File: config.mk
export PLATFORM = sky130hd
export DESIGN_NAME = instruction_fetch_unit
export DESIGN_NICKNAME = d
export VERILOG_FILES = /design/src/rtl/instruction_fetch_unit.sv
export SDC_FILE = /design/constraint.sdc
export NUM_CORES = 1
export LEC_CHECK = 0
export BUFFER_PORTS_ARGS = -buffer_cell sky130_fd_sc_hd__clkbuf_2
export CORE_AREA = 2 2 121 123
export DETAILED_ROUTE_END_ITERATION = 12
export DIE_AREA = 0 0 123 125
export GPL_TIMING_DRIVEN = 0
export PLACE_DENSITY = 0.7
export SLEW_MARGIN = 20
export SYNTH_ARGS = -nofsm -noshare
export SYNTH_HDL_FRONTEND = slang
export SYNTH_SLANG_ARGS = --single-unit
File: constraint.sdc
create_clock -name clk -period 11.49 [get_ports clk]
set_input_delay 2.298 -clock clk [delete_from_list [all_inputs] [get_ports clk]]
set_output_delay 2.298 -clock clk [all_outputs]
set_load 0.01 [all_outputs]
File: src/rtl/instruction_fetch_unit.sv
// Instruction fetch unit: owns the PC, fetches over a req/ready handshake,
// holds the instruction register and forms the next PC from controller redirects.
// Optional feature: define IFU_PERF_CNT_EN to add retired/redirect counters.
module instruction_fetch_unit #(
  parameter int unsigned       ADDR_W   = 32,
  parameter logic [ADDR_W-1:0] RESET_PC = '0
) (
  input  logic              clk,
  input  logic              rst,
  output logic              imem_req,
  output logic [ADDR_W-1:0] imem_addr,
  input  logic              imem_ready,
  input  logic [31:0]       imem_rdata,
  input  logic              stall,
  input  logic              pcSrc,
  input  logic              jump,
  input  logic              jumpReg,
  input  logic [ADDR_W-1:0] reg_target,
  output logic [31:0]       inst,
  output logic [5:0]        opc,
  output logic [5:0]        func,
  output logic              inst_valid,
  output logic [ADDR_W-1:0] pc,
  output logic [ADDR_W-1:0] pc_plus4,
  output logic              misalign_err
`ifdef IFU_PERF_CNT_EN
  ,
  output logic [31:0]       retired_cnt,
  output logic [31:0]       redirect_cnt
`endif
);

  localparam logic [ADDR_W-1:0] PcStep = ADDR_W'(4);

  typedef enum logic [1:0] {StIdle, StFetch, StExec} state_e;

  state_e            state_q, state_d;
  logic [ADDR_W-1:0] pc_q, pc_d;
  logic [31:0]       inst_q, inst_d;
  logic              err_q, err_d;

  logic [ADDR_W-1:0] next_pc;
  logic [ADDR_W-1:0] jump_target;
  logic [ADDR_W-1:0] branch_off;
  logic              exec_exit;
  logic              redirect;

  // Next-PC selection; redirect inputs only matter when consumed on EXEC exit.
  always_comb begin
    pc_plus4    = pc_q + PcStep;
    jump_target = pc_plus4;
    // Region bits come from pc_plus4, low 28 bits from the 26-bit index.
    jump_target[27:0] = {inst_q[25:0], 2'b00};
    branch_off  = {{(ADDR_W - 18){inst_q[15]}}, inst_q[15:0], 2'b00};
    redirect    = jump | pcSrc;
    if (jump && jumpReg) begin
      next_pc = {reg_target[ADDR_W-1:2], 2'b00};
    end else if (jump) begin
      next_pc = jump_target;
    end else if (pcSrc) begin
      next_pc = pc_plus4 + branch_off;
    end else begin
      next_pc = pc_plus4;
    end
  end

  // FSM next-state: IDLE -> FETCH -> EXEC -> FETCH ...
  always_comb begin
    state_d   = state_q;
    pc_d      = pc_q;
    inst_d    = inst_q;
    err_d     = err_q;
    exec_exit = 1'b0;
    unique case (state_q)
      StIdle: begin
        state_d = StFetch;
      end
      StFetch: begin
        if (imem_ready) begin
          inst_d  = imem_rdata;
          state_d = StExec;
        end
      end
      StExec: begin
        if (!stall) begin
          exec_exit = 1'b1;
          pc_d      = next_pc;
          state_d   = StFetch;
          if (jump && jumpReg && (reg_target[1:0] != 2'b00)) begin
            err_d = 1'b1;
          end
        end
      end
      default: begin
        state_d = StIdle;
      end
    endcase
  end

  // State registers with synchronous active-low reset.
  always_ff @(posedge clk) begin
    if (!rst) begin
      state_q <= StIdle;
      pc_q    <= RESET_PC;
      inst_q  <= '0;
      err_q   <= 1'b0;
    end else begin
      state_q <= state_d;
      pc_q    <= pc_d;
      inst_q  <= inst_d;
      err_q   <= err_d;
    end
  end

`ifdef IFU_PERF_CNT_EN
  logic [31:0] retired_q;
  logic [31:0] redirect_q;

  // Retired counts every EXEC exit; redirect counts exits that took jump or branch.
  always_ff @(posedge clk) begin
    if (!rst) begin
      retired_q  <= '0;
      redirect_q <= '0;
    end else if (exec_exit) begin
      retired_q <= retired_q + 32'd1;
      if (redirect) begin
        redirect_q <= redirect_q + 32'd1;
      end
    end
  end

  assign retired_cnt  = retired_q;
  assign redirect_cnt = redirect_q;
`else
  logic unused_perf;
  assign unused_perf = exec_exit ^ redirect;
`endif

  // Outputs decoded from state and registers only.
  assign imem_req     = (state_q == StFetch);
  assign imem_addr    = pc_q;
  assign inst_valid   = (state_q == StExec);
  assign inst         = inst_q;
  assign opc          = inst_q[31:26];
  assign func         = inst_q[5:0];
  assign pc           = pc_q;
  assign misalign_err = err_q;

endmodule

==> reports/metrics.cfg, run 1 <==
[layout]
area_growth_syn_to_layout_pct = 28.6
nets = 1100
n_antenna_cell = 0
layout_common_cells = 206 x clkbuf_2, 126 x nand2_1, 103 x a21oi_1
drive_gt1_frac = 0.287
mostFrequentLayoutCell = clkbuf_2
final_util = 0.512
stdcell_area_um2 = 7280

[clocking]
cts_setup_buffers = 0
htreeDepth = 3
ctsHoldBuffers = 0
cts_sinks = 65
cts_buffer_depth = 2
clk_pin_slew_ns = 0.06
clk_latency_ns = 0.35
cts_made_buffers = 9
cts_resized = 0
clock-root-buffer = clkbuf_16
cts_tree = done

[flow_run]
timing.max_cap.violations = 0

[synthesis]
yosysSeqAreaShare = 0.230
yosysWarningCount = 0
synthesis.area_um2 = 5660
ys_types = 62
synthesis.instances = 771
synthArstFlopShare = 0
yosys_register_bits = 65
ys.flop_type = dfxtp_1
synth_edf_count = 0
avgSynthCellArea_um2 = 7.34

[min_path]
hp-class = flop to flop
holdCritStartpoint = inst[30]$_SDFFE_PN0P_
hold_depth = 2
min_delay_worst_endpoint = inst[30]$_SDFFE_PN0P_

[sta]
setup_violations = 0
finalHoldViolations = 0
max_freq_mhz = 189
grt_setup_unrepaired = no
period_needed_ns = 5.28
period_share = 0.460
tns_ns = 0
tightestPinTransition_ns = 1.02
max_slew_margin = 0.317
setup_ws_ns = 6.21
slew_viol_final = 0
finClkSkew_ns = 0.00834

[grt]
grt_pass1_vias = 5621
grt_max_degree = 24
track_usage = 0.268
grt_overflow = 0
antenna_found_initial = 0
grt_pass1_wl_um = 31600

[drt]
drc = 0
antenna_left = 0
viasPerCell = 5.45
routedWlPerCell_um = 17.8
drt_iter0_markers = 546
drt-pass1-iter-count = 5
wl_um = 21000
vias = 6431

[power_and_ir_drop]
p_seq_frac = 0.355
p_per_area_nw_per_um2 = 94.6
p_sw_frac = 0.284
power_frac_comb = 0.168
clkPwrFrac = 0.478
p_int_mw = 0.493
ir_drop_mv = 0.0739
p_sw_mw = 0.196
p_leak_nw = 3.52

[critical_path]
reg2reg_slack_ns = 6.83
critical_path_class = flop to output pin
r2r_cells = 14
critPathCaptureType = output pin
cp.arrival_ns = 2.98
reg2reg_from = imem_addr[2]$_SDFFE_PN0P_
cp.required_ns = 9.19
worstSetupStartpointType = flop
reg2reg_to = imem_addr[25]$_SDFFE_PN0P_
cp_max_fo = 8

[status]
status = completed

[floorplanning]
die_width_um = 123
die-height_um = 125
dieArea_um2 = 15400
initial_core_util = 0.398
ios = 214
num_rows = 44
core_um2 = 14200

[place]
dp_hpwl_um = 16300
pre_cts_ws_ns = 6.50
portBuffers = 205
dpl-instance-area_um2 = 6930
globalplace.congestion = 0.951

==> metal layers <==
metal  global-route usage  part of all wire  vias to the layer above
met3               0.0598              0.10                       25
met2                0.410              0.45                      358
met4               0.0816             0.020                        0
met5                    0                 0                        -
li1                     -                 -                     3140
met1                0.374              0.43                     2908
==> kinds of logic after synthesis <==
family                   Yosys count  share of synthesized area
flip-flops                        65                      0.230
adder cells (fa/ha/maj)           37                     0.0832
multiplexers                      29                     0.0515
other                              1                   0.000663
XOR/XNOR                          48                     0.0756
buffers and inverters            107                      0.104
AND/OR/NAND/NOR                  258                      0.208
AO/OA/AOI/OAI                    226                      0.246
==> layout make-up <==
type	count	area, um^2
buffer	89	523
clock buffer	10	229
clock inverter	6	115
fill	1461	6930
inverter	18	67.6
multi-input combinational	604	3780
sequential	65	1300
tap	184	230
timing repair buffer	205	1030
==> worst max path at each step <==
stage                                    from                          to  slack [ns]  depth (start not counted)
CTS                 imem_addr[4]$_SDFFE_PN0P_                pc_plus4[27]        6.22                          7
detailed placement                    jumpReg  imem_addr[27]$_SDFFE_PN0P_        6.50                          7
floorplan           imem_addr[7]$_SDFFE_PN0P_                pc_plus4[31]        7.06                          6
global placement                      jumpReg  imem_addr[27]$_SDFFE_PN0P_        6.51                          7
finish              imem_addr[4]$_SDFFE_PN0P_                pc_plus4[27]        6.21                          7
global route        imem_addr[4]$_SDFFE_PN0P_                pc_plus4[27]        6.01                          7
==> worst max-delay path, stage by stage (launching register included) <==
cell      delay (ns)
dfxtp_1         0.49
nand3_1         0.23
or4_1           0.55
buf_2           0.19
nor3_1          0.40
nand3_1         0.15
xnor2_1         0.40
clkbuf_2        0.22
==> through the flow <==
step / cells / hold WS (ns) / power, mW
3_5_place_dp: 1165 / 0.458 / 0.362
6_report: 1181 / 0.471 / 0.688
2_1_floorplan: 776 / 0.488 / 0.315
4_1_cts: 1181 / 0.474 / 0.687
5_1_grt: 1181 / 0.489 / 0.709
3_3_place_gp: 1165 / 0.454 / 0.362
==> power by group through the flow <==
| stage | Clock [mW] | Combinational, mW | Sequential, mW |
|---|---|---|---|
| 6_report | 0.329 | 0.115 | 0.244 |
| 2_1_floorplan | 0 | 0.0667 | 0.248 |
| 3_5_place_dp | 0 | 0.113 | 0.249 |
| 5_1_grt | 0.338 | 0.125 | 0.245 |
| 3_3_place_gp | 0 | 0.113 | 0.249 |
| 4_1_cts | 0.329 | 0.114 | 0.244 |
==> cell usage after synthesis (4+ instances only) <==
cell type | number | area share
o211ai_1 | 6 | 0.0080
xor2_1 | 14 | 0.022
inv_1 | 18 | 0.012
dfxtp_1 | 65 | 0.23
ha_1 | 36 | 0.080
o21bai_1 | 8 | 0.011
xnor2_1 | 33 | 0.051
buf_4 | 49 | 0.065
nor2_1 | 48 | 0.032
nor4_1 | 4 | 0.0044
a21o_1 | 12 | 0.016
a211oi_1 | 13 | 0.017
a31oi_1 | 12 | 0.013
and3_1 | 7 | 0.0077
and2_1 | 5 | 0.0055
o31ai_1 | 4 | 0.0053
nand2_1 | 126 | 0.084
mux2i_1 | 28 | 0.050
o31a_1 | 4 | 0.0062
a21oi_1 | 103 | 0.091
nor3_1 | 7 | 0.0062
clkbuf_1 | 33 | 0.022
o21ai_0 | 35 | 0.031
nor2b_1 | 11 | 0.012
nand4_1 | 12 | 0.013
nand3_1 | 21 | 0.019
==> state kept, by name (all words and copies together) (netlist names) <==
signal / flops
imem_addr: 30
state_q: 2
misalign_err: 1
inst: 32
Power figures use the tool's default switching activity.
==> run 2, diff against run 1 <==
Settings changed: ABC_AREA set to 1, CORE_AREA 2 2 121 123 to 2 2 130 132, DIE_AREA 0 0 123 125 to 0 0 132 134.
Clock period 11.49 ns to 4.4 ns, I/O delays scaled along.
==> reports/metrics.cfg, run 2 <==
[status]
status = completed

[synthesis]
ys.flop_type = dfxtp_1
synth_edf_count = 0
yosys_register_bits = 65
yosysTopAreaCell = dfxtp_1
ys_types = 44
synth.most_common_cell = nand2_1
synthArstFlopShare = 0
netlist_top_cells_count = 304 x nand2_1, 142 x inv_1, 108 x a21oi_1
synthesis.area_um2 = 6550
avgSynthCellArea_um2 = 5.96
synth.area.top_cells = dfxtp_1 20%, nand2_1 17%, a21oi_1 8.2%
synthesis.instances = 1100
yosysWarningCount = 0
yosysSeqAreaShare = 0.199
synth_top_area_share = 0.199

[critical_path]
reg2reg_from = imem_addr[2]$_SDFFE_PN0P_
crit_chain = ha_1, inv_1, nor3_2, nand3_1, xnor2_1, ha_1, nand2_1, inv_1, a21oi_1, o21ai_0, inv_1, nand2_1, nand2_1, nand3_1, a21oi_1, nor2_1
critical_path_class = flop to flop
worstSetupStartpointType = flop
cp.required_ns = 4.61
cp_max_fo = 7
reg2reg_to = imem_addr[21]$_SDFFE_PN0P_
reg2reg_slack_ns = 0.65
critPathCaptureType = flop
r2r_cells = 16
cp_slowest_stage_delay_ns = 0.51
cp.arrival_ns = 3.96
crit_slowest_cell = dfxtp_1

[grt]
met1_usage = 0.379
grt_overflow = 0
antenna_found_initial = 0
grt.busiest_layer = met2
grt_max_degree = 24
track_usage = 0.289
grt_pass1_wl_um = 39700
grt_pass1_vias = 7511
grt_use_met2 = 0.480
grtUsageMet3 = 0.0397

[clocking]
clk_latency_ns = 0.35
cts_made_buffers = 9
cts_buffer_depth = 2
clock-root-buffer = clkbuf_16
htreeDepth = 3
ctsHoldBuffers = 0
cts_tree = done
cts_sinks = 65
clk_pin_slew_ns = 0.06
cts_setup_buffers = 0
cts_resized = 0

[layout]
final_util = 0.502
largest_register_ffs = 32
area_growth_syn_to_layout_pct = 24.9
nets = 1430
num-fill-cells = 1723
drive_gt1_frac = 0.243
n_antenna_cell = 0
stdcell_area_um2 = 8180
instances_no_fill = 1547
mostFrequentLayoutCell = nand2_1
layout_common_cells = 304 x nand2_1, 206 x clkbuf_2, 142 x inv_1

[power_and_ir_drop]
finalPower_mw = 1.73
p_per_area_nw_per_um2 = 211
p_leak_nw = 4.29
ir_drop_mv = 0.191

[min_path]
hold_depth = 2
min_delay_worst_endpoint = inst[16]$_SDFFE_PN0P_
hp-class = flop to flop
holdCritStartpoint = inst[16]$_SDFFE_PN0P_

[sta]
grt_setup_unrepaired = no
period_needed_ns = 3.75
max_freq_mhz = 267
max_slew_margin = 0.327
finClkSkew_ns = 0.0120
holdWs_ns = 0.471
finalHoldViolations = 0
setup_ws_ns = 0.654
tightestPinTransition_ns = 1.01
slew_viol_final = 0
setup_violations = 0
period_share = 0.851
tns_ns = 0

[floorplanning]
core_um2 = 16300
die_width_um = 132
dieArea_um2 = 17700
die-height_um = 134
ios = 214
initial_core_util = 0.402
num_rows = 47

[place]
place_inst = 1531
dpl-instance-area_um2 = 7880
pre_cts_ws_ns = 0.707
portBuffers = 206
globalplace.congestion = 0.972
dp_hpwl_um = 21300

[drt]
drt-pass1-iter-count = 7
wl_um = 25700
viasPerCell = 5.07
drc = 0
routedWlPerCell_um = 16.6
antenna_left = 0
drt_iter0_markers = 633
vias = 7842

[flow_run]
timing.max_cap.violations = 0

==> run 2: cell count changes in the layout (fill, tap and decap cells not counted), moves of 9 or more <==
cell      previous run  this run
xnor2_1             33         4
mux2i_1             28         0
nor2_1              48        90
a21o_1              12         3
nand3_1             21        84
inv_1               18       142
o21ai_0             35        58
clkbuf_1            34        24
nand2_1            126       304
nor2b_1             11         0
nand2_2              0        11
a211oi_1            13         0
==> run 2: area by class of cell <==
| cell class | count | area, um^2 | share of cell area |
|---|---|---|---|
| multi-input combinational | 814 | 4220 | 0.516 |
| sequential | 65 | 1300 | 0.159 |
| timing repair buffer | 206 | 1030 | 0.126 |
| inverter | 150 | 563 | 0.0688 |
| buffer | 76 | 485 | 0.0593 |
| tap | 220 | 275 | 0.0336 |
| clock buffer | 10 | 239 | 0.0292 |
| clock inverter | 6 | 65.1 | 0.00795 |
==> run 2: critical path: cells and delay by family, from the launching register on <==
kind,cells,cell delay [ns]
AO/OA/AOI/OAI,3,0.73
XOR/XNOR,1,0.39
adder cells (fa/ha/maj),2,0.66
buffers and inverters,3,0.28
flip-flops,1,0.51
AND/OR/NAND/NOR,7,1.02
==> run 2: report_power, final <==
part	switching, mW	internal, mW	total, mW	leakage, nW
sequential	0.0362	0.610	0.647	0.528
combinational	0.207	0.126	0.333	3.62
clock	0.292	0.455	0.747	0.149
==> run 2: worst max path at each step <==
stage,startpoint,endpoint,slack (ns),depth (start not counted)
after floorplan,imem_addr[2]$_SDFFE_PN0P_,imem_addr[27]$_SDFFE_PN0P_,1.41,21
after global placement,imem_addr[2]$_SDFFE_PN0P_,imem_addr[21]$_SDFFE_PN0P_,0.75,16
after detailed placement,imem_addr[2]$_SDFFE_PN0P_,imem_addr[21]$_SDFFE_PN0P_,0.71,16
after CTS,imem_addr[2]$_SDFFE_PN0P_,imem_addr[21]$_SDFFE_PN0P_,0.70,16
after global routing,imem_addr[2]$_SDFFE_PN0P_,imem_addr[21]$_SDFFE_PN0P_,0.22,16
final,imem_addr[2]$_SDFFE_PN0P_,imem_addr[21]$_SDFFE_PN0P_,0.65,16
==> run 2: logic make-up (layout without fill, tap and decap cells) <==
family | after synthesis | in the layout | share of synthesized area
DFF | 65 | 65 | 0.199
and+or+nand+nor | 553 | 553 | 0.379
xor gates and xnor gates | 20 | 20 | 0.0279
AOI/OAI and AO/OA | 198 | 198 | 0.162
adders and majority gates | 37 | 37 | 0.0718
other | 1 | 6 | 0.000572
buffers and inverters | 226 | 448 | 0.160
==> run 2: per-layer routing <==
| metal | routed length, um | share of wire |
|---|---|---|
| met2 | 11800 | 0.46 |
| met3 | 1910 | 0.075 |
| met4 | 770 | 0.030 |
| met1 | 11200 | 0.43 |
| met5 | 0 | 0 |
